### src/rtl/alu_operand_pkg.sv
// Shared codes for the ALU operand stage: immediate-extension modes and forward-select values.
package alu_operand_pkg;

    localparam logic [1:0] IMM_SEXT  = 2'b00;
    localparam logic [1:0] IMM_ZEXT  = 2'b01;
    localparam logic [1:0] IMM_UPPER = 2'b10;

    typedef enum logic [1:0] {
        FWD_RF    = 2'b00,
        FWD_EXMEM = 2'b01,
        FWD_MEMWB = 2'b10
    } fwd_sel_e;

endpackage

### src/rtl/operand_fwd_unit.sv
// Priority forward mux for one source operand: EX/MEM over MEM/WB over register file.
// Compare logic exists only when ALU_OPERAND_FWD_EN is defined; otherwise the register value passes through.
module operand_fwd_unit import alu_operand_pkg::*; #(
    parameter int WIDTH      = 16,
    parameter int REG_ADDR_W = 2
) (
    input  logic [REG_ADDR_W-1:0] rs_addr,
    input  logic [WIDTH-1:0]      rf_data,
    input  logic                  exmem_wr_en,
    input  logic [REG_ADDR_W-1:0] exmem_rd_addr,
    input  logic [WIDTH-1:0]      exmem_result,
    input  logic                  memwb_wr_en,
    input  logic [REG_ADDR_W-1:0] memwb_rd_addr,
    input  logic [WIDTH-1:0]      memwb_result,
    output logic [WIDTH-1:0]      fwd_data
);

    fwd_sel_e sel;

    always_comb begin
        sel = FWD_RF;
`ifdef ALU_OPERAND_FWD_EN
        // Address 0 is an ordinary register here, so no zero-register exclusion.
        if (exmem_wr_en && (exmem_rd_addr == rs_addr))
            sel = FWD_EXMEM;
        else if (memwb_wr_en && (memwb_rd_addr == rs_addr))
            sel = FWD_MEMWB;
`endif
    end

`ifndef ALU_OPERAND_FWD_EN
    logic unused_fwd;
    assign unused_fwd = ^{rs_addr, exmem_wr_en, exmem_rd_addr, exmem_result,
                          memwb_wr_en, memwb_rd_addr, memwb_result};
`endif

    always_comb begin
        case (sel)
            FWD_EXMEM: fwd_data = exmem_result;
            FWD_MEMWB: fwd_data = memwb_result;
            default:   fwd_data = rf_data;
        endcase
    end

endmodule

### src/rtl/alu_operand_stage.sv
// ALU operand build (forwarding + immediate extension) feeding a one-entry ID/EX register with valid/ready and flush.
// Optional macro: ALU_OPERAND_FWD_EN enables EX/MEM and MEM/WB forwarding.
module alu_operand_stage import alu_operand_pkg::*; #(
    parameter int WIDTH      = 16,
    parameter int IMM_WIDTH  = 8,
    parameter int REG_ADDR_W = 2
) (
    input  logic                  clk,
    input  logic                  reset_n,
    input  logic                  in_valid,
    output logic                  in_ready,
    input  logic [REG_ADDR_W-1:0] rs1_addr,
    input  logic [REG_ADDR_W-1:0] rs2_addr,
    input  logic [WIDTH-1:0]      read_data_1,
    input  logic [WIDTH-1:0]      read_data_2,
    input  logic [IMM_WIDTH-1:0]  immediate,
    input  logic [1:0]            imm_mode,
    input  logic                  alu_src,
    input  logic                  flush,
    input  logic                  exmem_wr_en,
    input  logic [REG_ADDR_W-1:0] exmem_rd_addr,
    input  logic [WIDTH-1:0]      exmem_result,
    input  logic                  memwb_wr_en,
    input  logic [REG_ADDR_W-1:0] memwb_rd_addr,
    input  logic [WIDTH-1:0]      memwb_result,
    output logic                  out_valid,
    input  logic                  out_ready,
    output logic [WIDTH-1:0]      alu_input_1,
    output logic [WIDTH-1:0]      alu_input_2,
    output logic [WIDTH-1:0]      store_data
);

    // With IMM_WIDTH == WIDTH the upper shift is zero and every mode returns the raw field.
    function automatic logic [WIDTH-1:0] ext_imm(input logic [IMM_WIDTH-1:0] imm,
                                                 input logic [1:0]           mode);
        logic signed [IMM_WIDTH-1:0] imm_s;
        logic signed [WIDTH-1:0]     sext;
        logic        [WIDTH-1:0]     zext;
        imm_s = $signed(imm);
        sext  = WIDTH'(imm_s);
        zext  = WIDTH'(imm);
        case (mode)
            IMM_ZEXT:  ext_imm = zext;
            IMM_UPPER: ext_imm = zext << (WIDTH - IMM_WIDTH);
            default:   ext_imm = sext;
        endcase
    endfunction

    // ---- stage p0: operand select (combinational) ----
    logic [WIDTH-1:0] rs1_fwd_p0;
    logic [WIDTH-1:0] rs2_fwd_p0;
    logic [WIDTH-1:0] op2_p0;
    logic             accept_p0;

    operand_fwd_unit #(.WIDTH(WIDTH), .REG_ADDR_W(REG_ADDR_W)) u_fwd_rs1 (
        .rs_addr       (rs1_addr),
        .rf_data       (read_data_1),
        .exmem_wr_en   (exmem_wr_en),
        .exmem_rd_addr (exmem_rd_addr),
        .exmem_result  (exmem_result),
        .memwb_wr_en   (memwb_wr_en),
        .memwb_rd_addr (memwb_rd_addr),
        .memwb_result  (memwb_result),
        .fwd_data      (rs1_fwd_p0)
    );

    operand_fwd_unit #(.WIDTH(WIDTH), .REG_ADDR_W(REG_ADDR_W)) u_fwd_rs2 (
        .rs_addr       (rs2_addr),
        .rf_data       (read_data_2),
        .exmem_wr_en   (exmem_wr_en),
        .exmem_rd_addr (exmem_rd_addr),
        .exmem_result  (exmem_result),
        .memwb_wr_en   (memwb_wr_en),
        .memwb_rd_addr (memwb_rd_addr),
        .memwb_result  (memwb_result),
        .fwd_data      (rs2_fwd_p0)
    );

    assign op2_p0    = alu_src ? ext_imm(immediate, imm_mode) : rs2_fwd_p0;
    assign in_ready  = !out_valid || out_ready || flush;
    assign accept_p0 = in_valid && in_ready;

    // ---- stage p1: ID/EX register ----
    logic             vld_p1;
    logic [WIDTH-1:0] op1_p1;
    logic [WIDTH-1:0] op2_p1;
    logic [WIDTH-1:0] store_p1;

    always_ff @(posedge clk or negedge reset_n) begin
        if (!reset_n) begin
            vld_p1   <= 1'b0;
            op1_p1   <= '0;
            op2_p1   <= '0;
            store_p1 <= '0;
        end else if (flush) begin
            vld_p1 <= 1'b0;
        end else if (accept_p0) begin
            vld_p1   <= 1'b1;
            op1_p1   <= rs1_fwd_p0;
            op2_p1   <= op2_p0;
            store_p1 <= rs2_fwd_p0;
        end else if (out_ready) begin
            vld_p1 <= 1'b0;
        end
    end

    assign out_valid   = vld_p1;
    assign alu_input_1 = op1_p1;
    assign alu_input_2 = op2_p1;
    assign store_data  = store_p1;

endmodule

### config.mk
export PLATFORM = sky130hd
export DESIGN_NAME = alu_operand_stage
export DESIGN_NICKNAME = d
export VERILOG_FILES = /design/src/rtl/alu_operand_pkg.sv /design/src/rtl/operand_fwd_unit.sv /design/src/rtl/alu_operand_stage.sv
export SDC_FILE = /design/constraint.sdc
export NUM_CORES = 1
export LEC_CHECK = 0
export ABC_AREA = 1
export BUFFER_PORTS_ARGS = -buffer_cell sky130_fd_sc_hd__buf_4
export CORE_ASPECT_RATIO = 1.2
export CORE_MARGIN = 2
export CORE_UTILIZATION = 45
export DETAILED_ROUTE_END_ITERATION = 7
export GPL_TIMING_DRIVEN = 0
export PLACE_DENSITY = 0.86
export SLEW_MARGIN = 20
export SYNTH_ARGS = -nofsm -noshare
export SYNTH_HDL_FRONTEND = slang
export SYNTH_SLANG_ARGS = --single-unit
export TNS_END_PERCENT = 1
### constraint.sdc
create_clock -name clk -period 3 [get_ports clk]
set_clock_uncertainty 0.2 [all_clocks]
set_input_delay 0 -clock clk [delete_from_list [all_inputs] [get_ports clk]]
set_output_delay 0 -clock clk [all_outputs]
set_load 0.01 [all_outputs]
# Word level (Yosys, flattened, before mapping)
# Cells that the tools add are included.
[word_totals] ff_bits=49 latch_bits=0 ram_bits=0 mem_bits_ro=0 out_inout_bits=50 wordCells=18 mem_count=0
[classes] add_sub_neg=0 mul=0 div=0 n_lt_le_gt_ge=0 n_eq_ne=2 n_shift=0 mux=5 n_bitwise=1 reduce_logical=6
[op_table] op="$pmux W16 S2" n=1
[op_table] op="$mux W16" n=1
[op_table] op="$mux W1" n=3
[op_table] op="$reduce_bool A3 Y1" n=1
[op_table] op="$eq A2 B1 Y1 const B" n=1
[op_table] op="$eq A2 B2 Y1 const B" n=1
[op_table] op="$logic_or A1 B1 Y1" n=2
[op_table] op="$reduce_and A2 Y1" n=1
[op_table] op="$logic_and A1 B1 Y1" n=1
[op_table] op="$logic_not A1 Y1" n=1
[op_table] op="$not A1 Y1" n=1

# Depth between registers and ports, before layout
# Gate-level depths: netlist (run 1).
[depth] word_depth=6 depth_mapped=8 ltp_nobuf=8

# Cells and area by module
# A second synthesis (run 1) with hierarchy kept.
[unflattened] hier_cells=305 hier_area_um2=2412.3
[by_module_without_submodules] mod="alu_operand_stage" n_inst=1 cells_each=273 area_per_inst_um2=2172.1 seq_area_each_um2=1226.2
[by_module_without_submodules] mod="operand_fwd_unit" n_inst=2 cells_each=16 area_per_inst_um2=120.1 seq_area_each_um2=0.0

# Worst setup path after synthesis (run 1)
# No wires, ideal clock.
[synth_timing] kind="register -> register" from="register vld_p1 (netlist: out_valid)" to="register store_p1[7] (netlist: store_data[7])" setup_ps=121 arrival_time_ps=879 required_ps=2679 setup_slack_ps=1800 stages_incl_launch_ff=6 n_path_buf=1 cell_sequence="dfrtp_1 > nand2_2 > nand3_4 > buf_2 > nand2_1 > o21ai_1"
[synth_via] elab_chain_cells=5
[synth_lines] item="start, declared" line_no="alu_operand_stage.sv:84" text="logic vld_p1;"
[synth_lines] item="start signal, assigned" line_no="alu_operand_stage.sv:91" text="vld_p1 <= 1'b0;"
[synth_lines] item="start signal, assigned" line_no="alu_operand_stage.sv:96" text="vld_p1 <= 1'b0;"
[synth_lines] item="start signal, assigned" line_no="alu_operand_stage.sv:98" text="vld_p1 <= 1'b1;"
[synth_lines] item="$logic_not A1 Y1" line_no="alu_operand_stage.sv:80" text="assign in_ready = !out_valid || out_ready || flush;"
[synth_lines] item="$logic_or A1 B1 Y1 (2 in series)" line_no="alu_operand_stage.sv:80"
[synth_lines] item="$logic_and A1 B1 Y1" line_no="alu_operand_stage.sv:81" text="assign accept_p0 = in_valid && in_ready;"
[synth_lines] item="$reduce_and A2 Y1 (no source line)"
[synth_lines] item="end signal, assigned" line_no="alu_operand_stage.sv:101" text="store_p1 <= rs2_fwd_p0;"
[synth_lines] item="end, declared" line_no="alu_operand_stage.sv:87" text="logic [WIDTH-1:0] store_p1;"
# Every way passes these cells.
# A chain may end at the register's enable or synchronous reset.

# Worst setup path in the final report (run 1)
[layout_timing] from="register vld_p1 (netlist: out_valid)" to="register op2_p1[9] (netlist: alu_input_2[9])"
[layout_via] elab_chain_cells=5
[layout_lines] item="$logic_not A1 Y1" line_no="alu_operand_stage.sv:80"
[layout_lines] item="$logic_or A1 B1 Y1 (2 in series)" line_no="alu_operand_stage.sv:80"
[layout_lines] item="$logic_and A1 B1 Y1" line_no="alu_operand_stage.sv:81"
[layout_lines] item="$reduce_and A2 Y1 (no source line)"
[layout_lines] item="end signal, assigned" line_no="alu_operand_stage.sv:100" text="op2_p1 <= op2_p0;"
[layout_lines] item="end, declared" line_no="alu_operand_stage.sv:86" text="logic [WIDTH-1:0] op2_p1;"
# Every way passes these cells.

==> flow_metrics.py, run 1 <==
metrics = {
    "sta": {
        "rsz0062_at_grt": "no",
        "clock.fmax_mhz": 430,
        "slew_headroom": 0.596,
        "worst_hold_slack_ps": 42.7,
        "tns_ps": 0,
        "worst_slew_pin_slew_ps": 606,
        "slew_violations": 0,
        "finalHoldViolCount": 0,
        "setup_viol": 0,
        "finalCritPeriodShare": 0.775,
        "period_needed_ps": 2320,
    },
    "run_status": {
        "status": "finished clean",
    },
    "logic_synthesis": {
        "synth_fp_nets": 365,
        "synth_adder_area_share": 0.0115,
        "yosysSeqAreaShare": 0.565,
        "yosysWarnings": 0,
        "synthSimpleGateAreaFrac": 0.331,
        "synth_xor_area_frac": 0,
        "syn_area_um2": 2170,
        "synthMuxAreaShare": 0,
        "syn_inst": 273,
        "synth_compound_area_frac": 0.0265,
        "ys_ff_latch": 49,
        "synth_top_family_by_area": "simple AND/OR/NAND/NOR gates",
        "syn_area_per_cell_um2": 7.96,
        "synth.distinct_cells": 16,
    },
    "grt": {
        "grt_pass1_vias": 2333,
        "grt_remaining_overflow": 0,
        "grt_pass1_wl_um": 10800,
        "track_usage": 0.268,
        "antenna_found_initial": 0,
        "grt_max_degree": 50,
    },
    "floorplanning": {
        "start_util": 0.469,
        "row_count": 27,
        "coreArea_um2": 4630,
        "io_pins": 140,
        "die_h_um": 80.1,
        "die_x_um": 67.4,
        "dieArea_um2": 5400,
    },
    "drt": {
        "wire_per_inst_um": 13.9,
        "ant_nets": 0,
        "viasPerCell": 4.82,
        "first_pass_iters": 4,
        "drt_drc_violations_left": 0,
        "first_iter_violations": 177,
        "vias": 2337,
        "wirelength_um": 6750,
    },
    "clocking": {
        "clk_path_buf_depth": 2,
        "cts_htree_levels": 2,
        "cts_resized": 0,
        "insertion_delay_ps": 300,
        "cts_tree": "built",
        "clock_sinks": 49,
        "clk_pin_slew_ps": 90,
        "cts_root_buf": "clkbuf_8",
        "numCtsBuffers": 5,
    },
    "power": {
        "ir_drop_uv": 346,
        "leakage_nw": 2.02,
        "power_density_nw_per_um2": 508,
    },
    "layout": {
        "final_common_cell": "nand2_1",
        "final_cells": 485,
        "multi_input_area_um2": 801,
        "seq_area_um2": 1230,
        "fillers": 334,
        "final_nets": 517,
        "fin_area_um2": 3570,
        "final_cell_mix": "nand2_1 (170), buf_4 (98), dfrtp_1 (49)",
        "area_growth_pct": 64.5,
        "final_util": 0.772,
        "drive_above_1_share": 0.279,
    },
    "placement": {
        "dp_cells": 428,
        "hpwl_um": 4110,
        "placed_cell_area_um2": 2970,
        "io_buffers": 97,
        "routabilityCongestion": 0.788,
    },
    "critical_path": {
        "critPathArrivalTime_ps": 2370,
        "end_kind": "register",
        "required_ps": 3040,
        "cp_max_fo": 10,
        "start_kind": "register",
        "setup.worst_path.class": "reg -> reg",
    },
    "min_path": {
        "hold_path.class": "in -> async",
    },
    "run": {
        "maxCapViolations": 0,
    },
}
[layer usage]
layer / wire length (um) / part of all wire / vias up / GRT usage
li1: - / - / 1127 / -
met1: 2660 / 0.39 / 1080 / 0.327
met2: 3510 / 0.52 / 107 / 0.464
met3: 402 / 0.060 / 23 / 0.0476
met4: 177 / 0.026 / 0 / 0.104
met5: 0 / 0 / - / 0
[cell usage after synthesis]
library cell / count / area, um2
o22ai_1: 2 / 12.5
inv_2: 1 / 3.75
nor2_1: 3 / 11.3
buf_2: 6 / 30.0
inv_1: 14 / 52.6
buf_4: 1 / 7.51
ha_1: 2 / 25.0
nand3_4: 1 / 17.5
inv_4: 1 / 6.26
nand2_1: 170 / 638
o21ai_1: 2 / 10.0
nand3_1: 9 / 45.0
buf_6: 4 / 45.0
nand2_2: 1 / 6.26
dfrtp_1: 49 / 1230
o21ai_0: 7 / 35.0
[worst max-delay path: stages, from the launching register on]
cell	delay, ps
dfrtp_1	420
nand2_2	110
nand3_4	100
dlygate4sd3_1	630
inv_4	140
nand2_1	70
dlygate4sd3_1	550
nand2_1	60
[where the power goes]
group / switching (mW) / total [mW] / internal, mW
Clock: 0.212 / 0.484 / 0.272
Sequential: 0.0583 / 0.818 / 0.760
Combinational: 0.242 / 0.511 / 0.269
Total: 0.512 / 1.81 / 1.30
[cell families after synthesis]
logic type,Yosys count
flops,49
compound gates,11
buf+inv,27
fa+ha+maj,2
simple gates,184
[what timing repair did]
action,CTS,global route
hold buffers,48,0
endpoints found under the hold margin,98,0
setup buffers,0,0
[registers in the layout, summed over array words and instances, names as in the netlist]
register	count
alu_input_1	16
alu_input_2	16
out_valid	1
store_data	16
[path summary, 6_finish.rpt]
| kind | startpoint | end | slack (ps) | depth (start not counted) |
|---|---|---|---|---|
| setup / recovery | out_valid | alu_input_2[9] | 680 | 7 |
| hold / removal | reset_n | store_data[6] | 40 | 2 |
| setup reg to reg | out_valid | alu_input_2[9] | 680 | 7 |
| hold reg to reg | alu_input_1[7] | alu_input_1[7] | 280 | 2 |
| max in group asynchronous | reset_n | alu_input_2[12] | 2140 | 2 |
| min in group clk | imm_mode[1] | alu_input_2[15] | 40 | 6 |
[stage by stage]
stage / worst slack (ps) / total power [mW]
2_1_floorplan: 1800 / 1.02
3_3_place_gp: 1540 / 1.27
3_5_place_dp: 1500 / 1.28
4_1_cts: 700 / 1.81
5_1_grt: 627 / 1.91
6_report: 676 / 1.81
[cell type report]
type                       instances  share of cell area
sequential                        49               0.343
timing repair buffer             145               0.338
multi-input combinational        197               0.224
clock buffer                       7              0.0242
buffer                            11              0.0231
tap                               58              0.0203
inverter                          16              0.0175
clock inverter                     1             0.00841
antenna                            1            0.000701
Note: power is estimated with default switching activity, not from simulation.
==> run 2, diff against run 1 <==
CORE_UTILIZATION = 42   (was 45)
PLACE_DENSITY = 0.82   (was 0.86)
clock period = 2.2 ns   (was 3 ns; I/O delays follow)
==> flow_metrics.py, run 2 (same netlist as run 1, synthesis figures left out) <==
metrics = {
    "run_status": {
        "status": "finished clean",
    },
    "clocking": {
        "cts_tree": "built",
        "cts_root_buf": "clkbuf_8",
        "clock_sinks": 49,
        "cts_setup_buffers": 0,
        "cts_htree_levels": 2,
        "clk_path_buf_depth": 2,
        "clk_pin_slew_ps": 90,
        "insertion_delay_ps": 300,
        "numCtsBuffers": 5,
    },
    "grt": {
        "grt_pass1_wl_um": 10500,
        "grt_remaining_overflow": 0,
        "antenna_found_initial": 0,
        "grt_max_degree": 50,
        "track_usage": 0.232,
        "grt_pass1_vias": 2361,
    },
    "power": {
        "power_frac_comb": 0.272,
        "ir_drop_uv": 532,
        "p_switching_mw": 0.707,
        "cellInternalPower_mw": 1.86,
        "p_seq_frac": 0.436,
        "switching_share": 0.275,
        "clock_power_share": 0.292,
        "power_density_nw_per_um2": 708,
        "leakage_nw": 2.05,
    },
    "drt": {
        "drt_drc_violations_left": 0,
        "vias": 2332,
        "viasPerCell": 4.77,
        "first_pass_iters": 4,
        "wirelength_um": 6690,
        "ant_nets": 0,
        "wire_per_inst_um": 13.7,
        "first_iter_violations": 115,
    },
    "floorplanning": {
        "dieArea_um2": 5770,
        "start_util": 0.437,
        "coreArea_um2": 4970,
        "row_count": 28,
        "io_pins": 140,
        "die_h_um": 82.8,
        "die_x_um": 69.7,
    },
    "sta": {
        "tns_ps": 0,
        "worst_hold_slack_ps": 34.5,
        "clock.fmax_mhz": 561,
        "slew_headroom": 0.590,
        "setup_viol": 0,
        "period_needed_ps": 1780,
        "finalWorstSetupSlack_ps": 418,
        "finalHoldViolCount": 0,
        "worst_slew_pin_slew_ps": 616,
        "rsz0062_at_grt": "no",
        "slew_violations": 0,
        "finalCritPeriodShare": 0.810,
    },
    "layout": {
        "area_growth_pct": 67.0,
        "fillers": 392,
        "antennaDiodeCount": 0,
        "final_common_cell": "nand2_1",
        "drive_above_1_share": 0.284,
        "final_cell_mix": "nand2_1 (170), buf_4 (98), dlygate4sd3_1 (51)",
        "final_nets": 520,
        "final_cells": 489,
    },
    "critical_path": {
        "cp_max_fo": 10,
        "end_kind": "register",
        "setup.worst_path.class": "in -> reg",
        "start_kind": "primary input",
        "critPathArrivalTime_ps": 1830,
        "required_ps": 2250,
    },
    "placement": {
        "place_ws_ps": 733,
        "routabilityCongestion": 0.773,
        "dp_cells": 430,
        "hpwl_um": 4240,
        "io_buffers": 97,
    },
    "run": {
        "maxCapViolations": 0,
    },
    "min_path": {
        "hold_path.class": "in -> reg",
    },
}
==> run 2: cell types whose count changed in the layout (fill, tap and decap cells not counted), sizes merged <==
| cell | delta |
|---|---|
| bufinv | +1 |
| diode | -1 |
| clkbuf | -2 |
| clkinv | +1 |
| dlygate4sd3 | +3 |
==> run 2: cell type report <==
class                      instances  area (um2)  area share
timing repair buffer             148        1240       0.341
sequential                        49        1230       0.338
multi-input combinational        197         808       0.223
buffer                            11        82.6      0.0228
tap                               60        75.1      0.0207
clock buffer                       5        68.8      0.0190
clock inverter                     3        65.1      0.0179
inverter                          16        62.6      0.0172
==> run 2: final timing paths <==
check                                      from               to  slack, ps  cells past startpoint
worst max-delay path                      flush   store_data[15]        420                      7
worst min-delay path                imm_mode[1]  alu_input_2[15]         30                      6
worst max register to register        out_valid   store_data[15]        430                      5
worst min register to register  alu_input_1[14]  alu_input_1[14]        290                      2
max in group asynchronous               reset_n    store_data[7]       1350                      2
min in group asynchronous               reset_n    store_data[3]         40                      2
==> run 2: critical path, cell delays in order <==
cell	delay, ps
dlygate4sd3_1	560
buf_4	140
inv_1	110
nand3_4	140
buf_2	210
o21ai_1	120
dlygate4sd3_1	540
==> run 2: stage by stage <==
stage / util / cell area, um2 / total power [mW]
detailed placement: 0.598 / 2980 / 1.74
global placement: 0.598 / 2980 / 1.73
CTS: 0.728 / 3620 / 2.57
finish: 0.729 / 3630 / 2.57
global route: 0.729 / 3630 / 2.69
floorplan: - / 2170 / 1.38
==> run 2: routing by layer <==
layer	vias to the layer above	GRT usage	share of wire
met5	-	0	0
met2	85	0.439	0.53
met1	1096	0.259	0.39
met4	0	0.0885	0.021
li1	1135	-	-
met3	16	0.0495	0.053
==> run 2: what timing repair did <==
action | CTS | global route
setup endpoints to repair | 0 | 1
hold buffers | 51 | 1
gates resized for setup | 0 | 2
endpoints found under the hold margin | 98 | 1
==> run 2: power by group through the flow <==
stage / logic (mW) / registers [mW] / clock network (mW)
3_3_place_gp: 0.600 / 1.13 / 0
4_1_cts: 0.691 / 1.12 / 0.762
5_1_grt: 0.765 / 1.13 / 0.793
3_5_place_dp: 0.613 / 1.13 / 0
6_report: 0.698 / 1.12 / 0.750
2_1_floorplan: 0.194 / 1.19 / 0
